[src/rtl/mixer_duc_nco.sv]
// rtl/mixer_duc_nco.sv - phase-accumulator NCO with 8-bit signed cos/sin carrier and valid/ready output
//
// Purpose: generates the carrier pair for the DUC mixer's 16x8 multipliers.
// The top 8 bits of a free-running phase accumulator index a sine/cosine
// lookup built from a 65-entry quarter-wave table. A 2-stage pipeline
// (index stage, output stage) advances only when the output slot is empty
// or being consumed, so no carrier sample is dropped or repeated.
//
// Ports:
//   clk            clock
//   reset          synchronous, active-high reset
//   ce             clock enable; low freezes every register
//   phase_inc      unsigned phase increment per sample
//   phase_inc_load captures phase_inc into the increment register
//   phase_clr      clears the phase accumulator
//   m_valid        cos_out/sin_out hold a valid sample
//   m_ready        consumer accepts the current sample
//   cos_out        signed round(127*cos(2*pi*k/256))
//   sin_out        signed round(127*sin(2*pi*k/256))
//
// PHASE_WIDTH must be at least 8.

module mixer_duc_nco #(
  parameter int PHASE_WIDTH = 24
) (
  input  logic                   clk,
  input  logic                   reset,
  input  logic                   ce,
  input  logic [PHASE_WIDTH-1:0] phase_inc,
  input  logic                   phase_inc_load,
  input  logic                   phase_clr,
  output logic                   m_valid,
  input  logic                   m_ready,
  output logic signed [7:0]      cos_out,
  output logic signed [7:0]      sin_out
);

  // Magnitude of round(127*sin(2*pi*idx/256)) for idx in 0..64.
  function automatic logic [6:0] quarter_sin(input logic [6:0] idx);
    logic [6:0] v;
    case (idx)
      7'd0:  v = 7'd0;
      7'd1:  v = 7'd3;
      7'd2:  v = 7'd6;
      7'd3:  v = 7'd9;
      7'd4:  v = 7'd12;
      7'd5:  v = 7'd16;
      7'd6:  v = 7'd19;
      7'd7:  v = 7'd22;
      7'd8:  v = 7'd25;
      7'd9:  v = 7'd28;
      7'd10: v = 7'd31;
      7'd11: v = 7'd34;
      7'd12: v = 7'd37;
      7'd13: v = 7'd40;
      7'd14: v = 7'd43;
      7'd15: v = 7'd46;
      7'd16: v = 7'd49;
      7'd17: v = 7'd51;
      7'd18: v = 7'd54;
      7'd19: v = 7'd57;
      7'd20: v = 7'd60;
      7'd21: v = 7'd63;
      7'd22: v = 7'd65;
      7'd23: v = 7'd68;
      7'd24: v = 7'd71;
      7'd25: v = 7'd73;
      7'd26: v = 7'd76;
      7'd27: v = 7'd78;
      7'd28: v = 7'd81;
      7'd29: v = 7'd83;
      7'd30: v = 7'd85;
      7'd31: v = 7'd88;
      7'd32: v = 7'd90;
      7'd33: v = 7'd92;
      7'd34: v = 7'd94;
      7'd35: v = 7'd96;
      7'd36: v = 7'd98;
      7'd37: v = 7'd100;
      7'd38: v = 7'd102;
      7'd39: v = 7'd104;
      7'd40: v = 7'd106;
      7'd41: v = 7'd107;
      7'd42: v = 7'd109;
      7'd43: v = 7'd111;
      7'd44: v = 7'd112;
      7'd45: v = 7'd113;
      7'd46: v = 7'd115;
      7'd47: v = 7'd116;
      7'd48: v = 7'd117;
      7'd49: v = 7'd118;
      7'd50: v = 7'd120;
      7'd51: v = 7'd121;
      7'd52: v = 7'd122;
      7'd53: v = 7'd122;
      7'd54: v = 7'd123;
      7'd55: v = 7'd124;
      7'd56: v = 7'd125;
      7'd57: v = 7'd125;
      7'd58: v = 7'd126;
      7'd59: v = 7'd126;
      7'd60: v = 7'd126;
      7'd61: v = 7'd127;
      7'd62: v = 7'd127;
      7'd63: v = 7'd127;
      7'd64: v = 7'd127;
      default: v = 7'd0;
    endcase
    return v;
  endfunction

  // Full-circle sine from the quarter table: quadrants 1 and 3 mirror the
  // index (64 - r), quadrants 2 and 3 negate. Mirroring uses 64 - r rather
  // than 63 - r so the table's endpoints (0 and 127) land exactly on the axes.
  function automatic logic signed [7:0] sin_lookup(input logic [7:0] k);
    logic [6:0] idx;
    logic [6:0] mag;
    if (k[6]) begin
      idx = 7'd64 - {1'b0, k[5:0]};
    end else begin
      idx = {1'b0, k[5:0]};
    end
    mag = quarter_sin(idx);
    if (k[7]) begin
      return -$signed({1'b0, mag});
    end else begin
      return $signed({1'b0, mag});
    end
  endfunction

  logic [PHASE_WIDTH-1:0] acc_q, acc_d;
  logic [PHASE_WIDTH-1:0] inc_q, inc_d;
  logic [7:0]             k1_q, k1_d;
  logic                   v1_q, v1_d;
  logic                   m_valid_q, m_valid_d;
  logic signed [7:0]      cos_q, cos_d;
  logic signed [7:0]      sin_q, sin_d;
  logic                   adv;

  // The whole pipeline moves together: it advances when the output slot is
  // empty or is being taken this cycle. m_valid comes from a flop, so it
  // never depends combinationally on m_ready.
  assign adv = ce && (!m_valid_q || m_ready);

  always_comb begin
    acc_d     = acc_q;
    inc_d     = inc_q;
    k1_d      = k1_q;
    v1_d      = v1_q;
    m_valid_d = m_valid_q;
    cos_d     = cos_q;
    sin_d     = sin_q;

    if (adv) begin
      k1_d      = acc_q[PHASE_WIDTH-1 -: 8];
      v1_d      = 1'b1;
      cos_d     = sin_lookup(k1_q + 8'd64);
      sin_d     = sin_lookup(k1_q);
      m_valid_d = v1_q;
      acc_d     = acc_q + inc_q;
    end

    // Clear wins over the accumulate so the next sample taken is exactly k=0.
    if (ce && phase_clr) begin
      acc_d = '0;
    end

    // A freshly loaded increment is only seen by the accumulate on later
    // cycles, because this cycle's sum already used inc_q.
    if (ce && phase_inc_load) begin
      inc_d = phase_inc;
    end
  end

  always_ff @(posedge clk) begin
    if (reset) begin
      acc_q     <= '0;
      inc_q     <= '0;
      k1_q      <= 8'd0;
      v1_q      <= 1'b0;
      m_valid_q <= 1'b0;
      cos_q     <= 8'sd0;
      sin_q     <= 8'sd0;
    end else begin
      acc_q     <= acc_d;
      inc_q     <= inc_d;
      k1_q      <= k1_d;
      v1_q      <= v1_d;
      m_valid_q <= m_valid_d;
      cos_q     <= cos_d;
      sin_q     <= sin_d;
    end
  end

  assign m_valid = m_valid_q;
  assign cos_out = cos_q;
  assign sin_out = sin_q;

endmodule
[config.mk]
export PLATFORM = sky130hd
export DESIGN_NAME = mixer_duc_nco
export DESIGN_NICKNAME = d
export VERILOG_FILES = /design/src/rtl/mixer_duc_nco.sv
export SDC_FILE = /design/constraint.sdc
export NUM_CORES = 1
export LEC_CHECK = 0
export CORE_MARGIN = 5
export CORE_UTILIZATION = 60
export CTS_BUF_LIST = sky130_fd_sc_hd__clkbuf_4
export CTS_CLUSTER_SIZE = 16
export DETAILED_ROUTE_END_ITERATION = 10
export MAX_ROUTING_LAYER = met4
export PLACE_DENSITY_LB_ADDON = 0.05
export SLEW_MARGIN = 20
export SYNTH_ARGS = -nofsm -noshare
export SYNTH_HDL_FRONTEND = slang
export SYNTH_SLANG_ARGS = --single-unit
[constraint.sdc]
create_clock -name clk -period 5.8 [get_ports clk]
set_clock_uncertainty 0.15 [all_clocks]
set_input_delay 0.87 -clock clk [delete_from_list [all_inputs] [get_ports clk]]
set_output_delay 0.87 -clock clk [all_outputs]
set_load 0.02 [all_outputs]
==> results of run 1 <==
[cell usage after synthesis (7+ instances only)]
master,number
nor2b_1,10
dfxtp_1,74
and2_1,8
buf_2,21
ha_1,42
a221oi_1,7
and3_1,10
nand3_1,25
nand2_1,147
inv_1,19
a21o_1,13
xnor2_1,26
a211o_1,7
o211ai_1,10
nand2b_1,8
nor3_1,20
nor2_1,58
o21ai_0,31
a31oi_1,15
a21oi_1,97
mux2i_1,10
a211oi_1,15
clkbuf_1,30
[worst max-delay path: cells and delay by family, from the launching register on]
family,cells,cell delay (ns)
and+or+nand+nor,2,0.45
xor gates and xnor gates,2,0.91
buffers and inverters,2,0.58
DFF,1,0.34
adders and majority gates,2,0.53
AOI/OAI and AO/OA,5,0.86
muxes,1,0.27
[how the worst max path moves through the flow]
stage	to	slack, ns	depth (start not counted)
floorplan	cos_out[6]	1.45	18
global placement	cos_out[6]	1.82	17
detailed placement	sin_out[6]	1.73	14
CTS	sin_out[6]	1.68	14
global route	sin_out[6]	1.33	14
finish	sin_out[6]	1.65	14
[through the flow]
step                      setup WS [ns]  hold slack, ns  cell area (um2)  power, uW  utilization (%)
after CTS                          1.68           0.314             6920       1140             67.0
after global routing               1.33           0.346             6920       1190             67.0
final                              1.65           0.317             6920       1140             67.0
after floorplan                    1.45           0.286             6330        716                -
after global placement             1.82           0.293             6780        784             65.6
after detailed placement           1.73           0.302             6780        792             65.6
[cells by family after synthesis]
logic type	after synthesis	synth area share, %
simple gates	327	24.6
compound gates	283	31.2
xor+xnor	31	4.29
buf+inv	80	5.64
fa+ha+maj	43	8.62
mux	13	2.29
flops	74	23.4
[power by group]
part,internal [uW],switching (uW)
combinational,99.0,139
clock,173,179
sequential,529,15.8
[routing by layer]
layer  share of wire [%]  vias to the layer above
li1                    -                     3112
met3                 5.9                       43
met4                 2.3                        0
met2                  49                      275
met1                  43                     2938
met5                   0                        -
[registers in the layout, summed over array words and instances (netlist names)]
signal and count:
acc_q 24, cos_out 8, inc_q 24, k1_q 8, m_valid 1, sin_out 8
v1_q 1
[layout make-up]
| type | count | area (um2) |
|---|---|---|
| multi-input combinational | 697 | 4500 |
| fill | 904 | 3400 |
| sequential | 74 | 1480 |
| timing repair buffer | 58 | 546 |
| tap | 136 | 170 |
| inverter | 21 | 78.8 |
| clock buffer | 10 | 75.1 |
| clock inverter | 4 | 68.8 |
==> results.json, run 1 <==
{
  "grt_max_degree": 50,
  "ir_drop_mv": 0.182,
  "num_io_pins": 47,
  "busiest_layer": "met2",
  "drive_above_1_share_pct": 7.52,
  "holdBufCountCts": 0,
  "wl_per_cell_um": 17.1,
  "finalCritPeriodShare_pct": 71.6,
  "core_area_um2": 10300,
  "r2r_start": "k1_q[0]",
  "crit_path_cell_trace": "inv_1 > ha_1 > buf_4 > and2b_1 > xnor2_1 > mux2i_1 > a221oi_1 > a311oi_1 > o22ai_2 > nor2b_1 > ha_1 > a31oi_1 > xor2_1 > a21oi_1",
  "grt_pass1_vias": 6099,
  "synthArstFlopShare_pct": 0,
  "dieArea_um2": 12700,
  "synth_edf_count": 0,
  "r2r_slack_ns": 1.65,
  "powerDensity_nw_per_um2": 164,
  "synth_area_leaders": "dfxtp_1, nand2_1, ha_1, a21oi_1, xnor2_1",
  "io_buffers": 46,
  "synth_top_area_cell": "dfxtp_1",
  "crit_path_top_delay_cell": "xnor2_1",
  "die_w_um": 113,
  "final_cells": 1000,
  "initial_core_util_pct": 61.3,
  "dr.pass1.iters": 6,
  "cp_common_cell": "ha_1",
  "arrival_ns": 4.37,
  "final_cell_mix": "nand2_1, a21oi_1, dfxtp_1",
  "gp_congestion": 0.926,
  "grt_use_total_pct": 27.5,
  "criticalPathCategory": "flip-flop to flip-flop",
  "clock_path_buffers": 2,
  "drv_slew": 0,
  "synth_top_flop_cell": "dfxtp_1",
  "h-tree-depth": 3,
  "cpPeakStageDelay_ns": 0.73,
  "yosys.cell_types.count": 97,
  "drc": 0,
  "vias": 6368,
  "grt_use_met1_pct": 34.5,
  "crit_path_start_kind": "flip-flop",
  "clk_pin_slew_worst_paths_ns": 0.12,
  "outcome": "complete, no violations",
  "cts_made_buffers": 9,
  "syn_inst": 851,
  "hp-start": "acc_q[23]",
  "crit_required_ns": 6.02,
  "total_leakage_power_uw": 0.00267,
  "grt_pass1_wl_mm": 28.8,
  "setup_viol": 0,
  "tightest_slew_ns": 0.911,
  "drtIter0Drc": 595,
  "fmax_mhz": 241,
  "area_delta_synth_final_pct": 9.38,
  "tns_ns": 0,
  "crit_path_end_kind": "flip-flop",
  "timing.rr.end": "sin_out[6]",
  "ys_ff_latch": 74,
  "netlist.area_leader.share_pct": 23.4,
  "cts_tree": "done",
  "crit_fanout": 29,
  "slew_headroom_pct": 38.9,
  "routed_wl_mm": 17.1,
  "hold_path_end": "k1_q[7]",
  "dp_hpwl_mm": 12.2,
  "grt_util_met2_pct": 45.9,
  "synthesis.nets": 924,
  "ys_seq_area_share_pct": 23.4,
  "grt_setup_unrepaired": "false",
  "ant_nets": 0,
  "antenna_found_initial": 0,
  "dp_cells": 986,
  "final_common_cell": "nand2_1",
  "nNetsFinal": 934,
  "holdPathStages": 2,
  "cts-root-buf": "clkbuf_4",
  "finalHoldViolCount": 0,
  "die_y_um": 113,
  "postCtsSetupBuffers": 0,
  "grt_overflow_total": 0,
  "startpoint": "k1_q[0]",
  "cts.sinks": 74,
  "fp-row-count": 37,
  "syn_area_um2": 6330,
  "viasPerCell": 6.37,
  "use_met3_pct": 2.43,
  "maxCapViolCount": 0,
  "ys_warn_count": 0,
  "r2r_cells": 14,
  "fin_crit_ns": 4.15,
  "diodes": 0,
  "clock_latency_ns": 0.44,
  "post_cts_resized": 0,
  "min_path_type": "flip-flop to flip-flop",
  "synth.avg_cell_area_um2": 7.43
}
(Power assumes the default switching activity.)
==> run 2, diff against run 1 <==
clock period = 4.25 ns   (was 5.8 ns; I/O delays follow)
==> results.json, run 2 (synthesis results as in run 1) <==
{
  "slew_headroom_pct": 38.8,
  "wl_per_cell_um": 16.7,
  "tns_ns": 0,
  "criticalPathCategory": "flip-flop to flip-flop",
  "min_path_type": "flip-flop to flip-flop",
  "grt_overflow_total": 0,
  "holdWs_ns": 0.316,
  "fmax_mhz": 265,
  "maxCapViolCount": 0,
  "num_io_pins": 47,
  "clock_path_buffers": 2,
  "initial_core_util_pct": 61.3,
  "powerDensity_nw_per_um2": 213,
  "antenna_found_initial": 0,
  "dieArea_um2": 12700,
  "dr.pass1.iters": 5,
  "worst-path-buf-inv": 0,
  "clk_pin_slew_worst_paths_ns": 0.12,
  "grt_max_degree": 49,
  "h-tree-depth": 3,
  "path_delay_family": "compound AO/OA/AOI/OAI gates",
  "post_cts_resized": 0,
  "drv_slew": 0,
  "tightest_slew_ns": 0.912,
  "drive_above_1_share_pct": 9.32,
  "outcome": "complete, no violations",
  "grt_setup_unrepaired": "false",
  "cpPeakStageDelay_ns": 0.79,
  "crit_path_top_delay_cell": "dfxtp_1",
  "crit_fanout": 20,
  "gp_congestion": 0.919,
  "cts-root-buf": "clkbuf_4",
  "final_common_cell": "nand2_1",
  "crit_required_ns": 4.48,
  "die_w_um": 113,
  "clock_latency_ns": 0.44,
  "nNetsFinal": 949,
  "crit_path_start_kind": "flip-flop",
  "finalCritPeriodShare_pct": 88.9,
  "reg_top3": "acc_q x24, inc_q x24",
  "crit_path_end_kind": "flip-flop",
  "vias": 6441,
  "routed_wl_mm": 17.0,
  "grt_pass1_wl_mm": 28.9,
  "num-fill-cells": 880,
  "ir_drop_mv": 0.221,
  "viasPerCell": 6.34,
  "cts_made_buffers": 9,
  "core_area_um2": 10300,
  "fin_crit_ns": 3.78,
  "area_delta_synth_final_pct": 10.9,
  "holdBufCountCts": 0,
  "fp-row-count": 37,
  "grt_use_total_pct": 27.4,
  "die_y_um": 113,
  "ant_nets": 0,
  "diodes": 0,
  "final_cell_mix": "nand2_1, a21oi_1, dfxtp_1",
  "arrival_ns": 4.00,
  "postCtsSetupBuffers": 0,
  "io_buffers": 46,
  "finalHoldViolCount": 0,
  "dp_hpwl_mm": 12.6,
  "setup_viol": 0,
  "cts.sinks": 74,
  "drc": 0,
  "cts_tree": "done",
  "grt_pass1_vias": 6131,
  "drtIter0Drc": 572,
  "total_leakage_power_uw": 0.00273,
  "crit_path_cell_trace": "nand2_1 > o21ai_2 > ha_1 > nand2b_1 > o211a_1 > o311ai_0 > a211o_1 > o211a_2 > o41ai_1 > a31oi_1 > xor2_1 > a21oi_1"
}
==> run 2: changes by cell type in the layout (fill, tap and decap cells not counted), sizes merged <==
cell	previous run	this run
buf	13	28
bufinv	2	1
clkbuf	10	11
clkinv	3	4
==> run 2: metrics by stage <==
step	utilization [%]	total power (uW)	worst slack, ns	area (um2)	instances
2_1_floorplan	-	978	0.0185	6330	851
3_3_place_gp	66.8	1080	0.676	6890	1001
3_5_place_dp	66.8	1090	0.567	6890	1001
4_1_cts	68.0	1500	0.549	7020	1016
5_1_grt	68.0	1570	0.205	7020	1016
6_report	68.0	1500	0.473	7020	1016
==> run 2: final cells by class <==
class                   count  area, um2  area share, %
clock buffers              11       82.6           1.18
multi-input cells         697       4500           64.2
repair buffers             73        658           9.38
inverters                  21       78.8           1.12
clock inverters             4       43.8          0.624
well taps                 136        170           2.42
flip-flops and latches     74       1480           21.1
==> run 2: metal layers <==
| metal | wire [um] | vias to the layer above | track usage [%] |
|---|---|---|---|
| li1 | - | 3156 | - |
| met1 | 7440 | 3030 | 34.1 |
| met2 | 8310 | 231 | 46.3 |
| met3 | 892 | 24 | 2.91 |
| met4 | 308 | 0 | 9.29 |
| met5 | 0 | - | - |
==> run 2: worst reg2reg max path: stages, from the launching register on <==
cell and delay (ns):
dfxtp_1 0.79, nand2_1 0.14, o21ai_2 0.19, ha_1 0.54, nand2b_1 0.23, o211a_1 0.14, o311ai_0 0.15, a211o_1 0.30
o211a_2 0.16, o41ai_1 0.43, a31oi_1 0.16, xor2_1 0.18, a21oi_1 0.15
==> run 2: path summary, 6_finish.rpt <==
path	from	end	slack, ns	depth (start not counted)
setup / recovery	k1_q[6]	sin_out[6]	0.47	12
hold / removal	acc_q[13]	acc_q[13]	0.32	2
setup reg to reg	k1_q[6]	sin_out[6]	0.47	12
hold reg to reg	acc_q[13]	acc_q[13]	0.32	2
==> run 2: power breakdown <==
| group | internal (uW) | switching, uW |
|---|---|---|
| logic | 140 | 191 |
| registers | 722 | 21.0 |
| clock network | 186 | 235 |
| total | 1050 | 447 |
==> run 3, diff against run 2 <==
CORE_MARGIN = 3   (was 5)
==> results.json, run 3 (synthesis results as in run 1) <==
{
  "final_cells": 1020,
  "holdPathStages": 2,
  "cts-root-buf": "clkbuf_4",
  "finalCritPeriodShare_pct": 89.0,
  "timing.rr.end": "sin_out[7]",
  "dieArea_um2": 11800,
  "h-tree-depth": 3,
  "ir_drop_mv": 0.229,
  "maxCapViolCount": 0,
  "wl_per_cell_um": 17.4,
  "crit_fanout": 14,
  "grt_pass1_wl_mm": 29.6,
  "wl_met3_mm": 1.22,
  "top_layer_used": "met4",
  "r2r_start": "k1_q[1]",
  "vias": 6572,
  "final_common_cell": "nand2_1",
  "drive_above_1_share_pct": 10.0,
  "ant_nets": 0,
  "routed_wl_mm": 17.7,
  "num_io_pins": 47,
  "powerDensity_nw_per_um2": 210,
  "initial_core_util_pct": 63.3,
  "hp-start": "cos_out[2]",
  "dp_cells": 1004,
  "clock_latency_ns": 0.45,
  "cts_tree": "done",
  "fp-row-count": 36,
  "final_cell_mix": "nand2_1, a21oi_1, dfxtp_1",
  "postCtsSetupBuffers": 0,
  "crit_path_start_kind": "flip-flop",
  "cts.sinks": 74,
  "diodes": 0,
  "drtIter0Drc": 548,
  "hold_path_end": "cos_out[2]",
  "drv_slew": 0,
  "total_leakage_power_uw": 0.00275,
  "r2r_cells": 14,
  "area_delta_synth_final_pct": 11.5,
  "slew_headroom_pct": 43.6,
  "finalHoldViolCount": 0,
  "reg_top3": "acc_q x24, inc_q x24",
  "io_buffers": 46,
  "grt_overflow_total": 0,
  "gp_congestion": 0.956,
  "clock_path_buffers": 2,
  "nNetsFinal": 955,
  "crit_required_ns": 4.45,
  "die_y_um": 109,
  "criticalPathCategory": "flip-flop to flip-flop",
  "holdBufCountCts": 0,
  "setup_viol": 0,
  "fmax_mhz": 264,
  "viasPerCell": 6.44,
  "r2r_slack_ns": 0.47,
  "grt_max_degree": 50,
  "tightest_slew_ns": 0.847,
  "arrival_ns": 3.98,
  "post_cts_resized": 0,
  "min_path_type": "flip-flop to flip-flop",
  "cts_made_buffers": 9,
  "grt_use_total_pct": 31.5,
  "dp_hpwl_mm": 13.0,
  "crit_path_end_kind": "flip-flop",
  "grt_setup_unrepaired": "false",
  "wl_met2_mm": 8.82,
  "die_w_um": 109,
  "clk_pin_slew_worst_paths_ns": 0.13,
  "fin_crit_ns": 3.78,
  "dr.pass1.iters": 5,
  "wl_met1_mm": 7.22,
  "drc": 0,
  "grt_pass1_vias": 6444,
  "antenna_found_initial": 0,
  "outcome": "complete, no violations",
  "core_area_um2": 10000,
  "tns_ns": 0
}
run 3: worst max-delay path: stages, from the launching register on:
cell and delay, ns:
dfxtp_1 0.36, inv_1 0.07, ha_1 0.39, nand2_1 0.10
o21ai_2 0.20, ha_1 0.56, nor2b_1 0.13, o21ai_0 0.26
a311oi_1 0.16, a31oi_1 0.19, a31oi_1 0.10, a41o_1 0.28
nor4b_2 0.38, a31oi_1 0.13, a31o_1 0.21
run 3: stage by stage:
step | cell area [um2] | util (%) | hold slack [ns] | total power (uW) | worst slack [ns]
2_1_floorplan | 6330 | - | 0.286 | 978 | 0.0185
3_3_place_gp | 6930 | 69.3 | 0.289 | 1080 | 0.697
3_5_place_dp | 6930 | 69.3 | 0.300 | 1090 | 0.566
4_1_cts | 7050 | 70.5 | 0.318 | 1480 | 0.531
5_1_grt | 7050 | 70.5 | 0.335 | 1550 | 0.132
6_report | 7050 | 70.5 | 0.314 | 1480 | 0.466
run 3: layout make-up:
type | count | area [um2]
flip-flops and latches | 74 | 1480
fillers | 881 | 2950
multi-input cells | 697 | 4500
inverters | 21 | 78.8
clock buffers | 10 | 75.1
clock inverters | 6 | 42.5
repair buffers | 79 | 703
well taps | 133 | 166
run 3: worst max path at each step:
| stage | start | to | cells after the start |
|---|---|---|---|
| floorplan | k1_q[0] | cos_out[6] | 18 |
| global placement | k1_q[0] | cos_out[5] | 15 |
| detailed placement | k1_q[0] | sin_out[7] | 14 |
| CTS | k1_q[0] | sin_out[7] | 14 |
| global route | k1_q[1] | sin_out[7] | 14 |
| finish | k1_q[1] | sin_out[7] | 14 |
run 3: layer usage:
layer / vias to the layer above / track usage, %
met5: - / -
met4: 0 / 11.9
met3: 46 / 5.09
met2: 274 / 54.5
met1: 3086 / 36.7
li1: 3166 / -
run 3: power breakdown:
group | switching [uW] | total, uW | internal (uW)
sequential | 21.8 | 744 | 723
clock | 273 | 401 | 128
combinational | 194 | 335 | 141
total | 488 | 1480 | 992
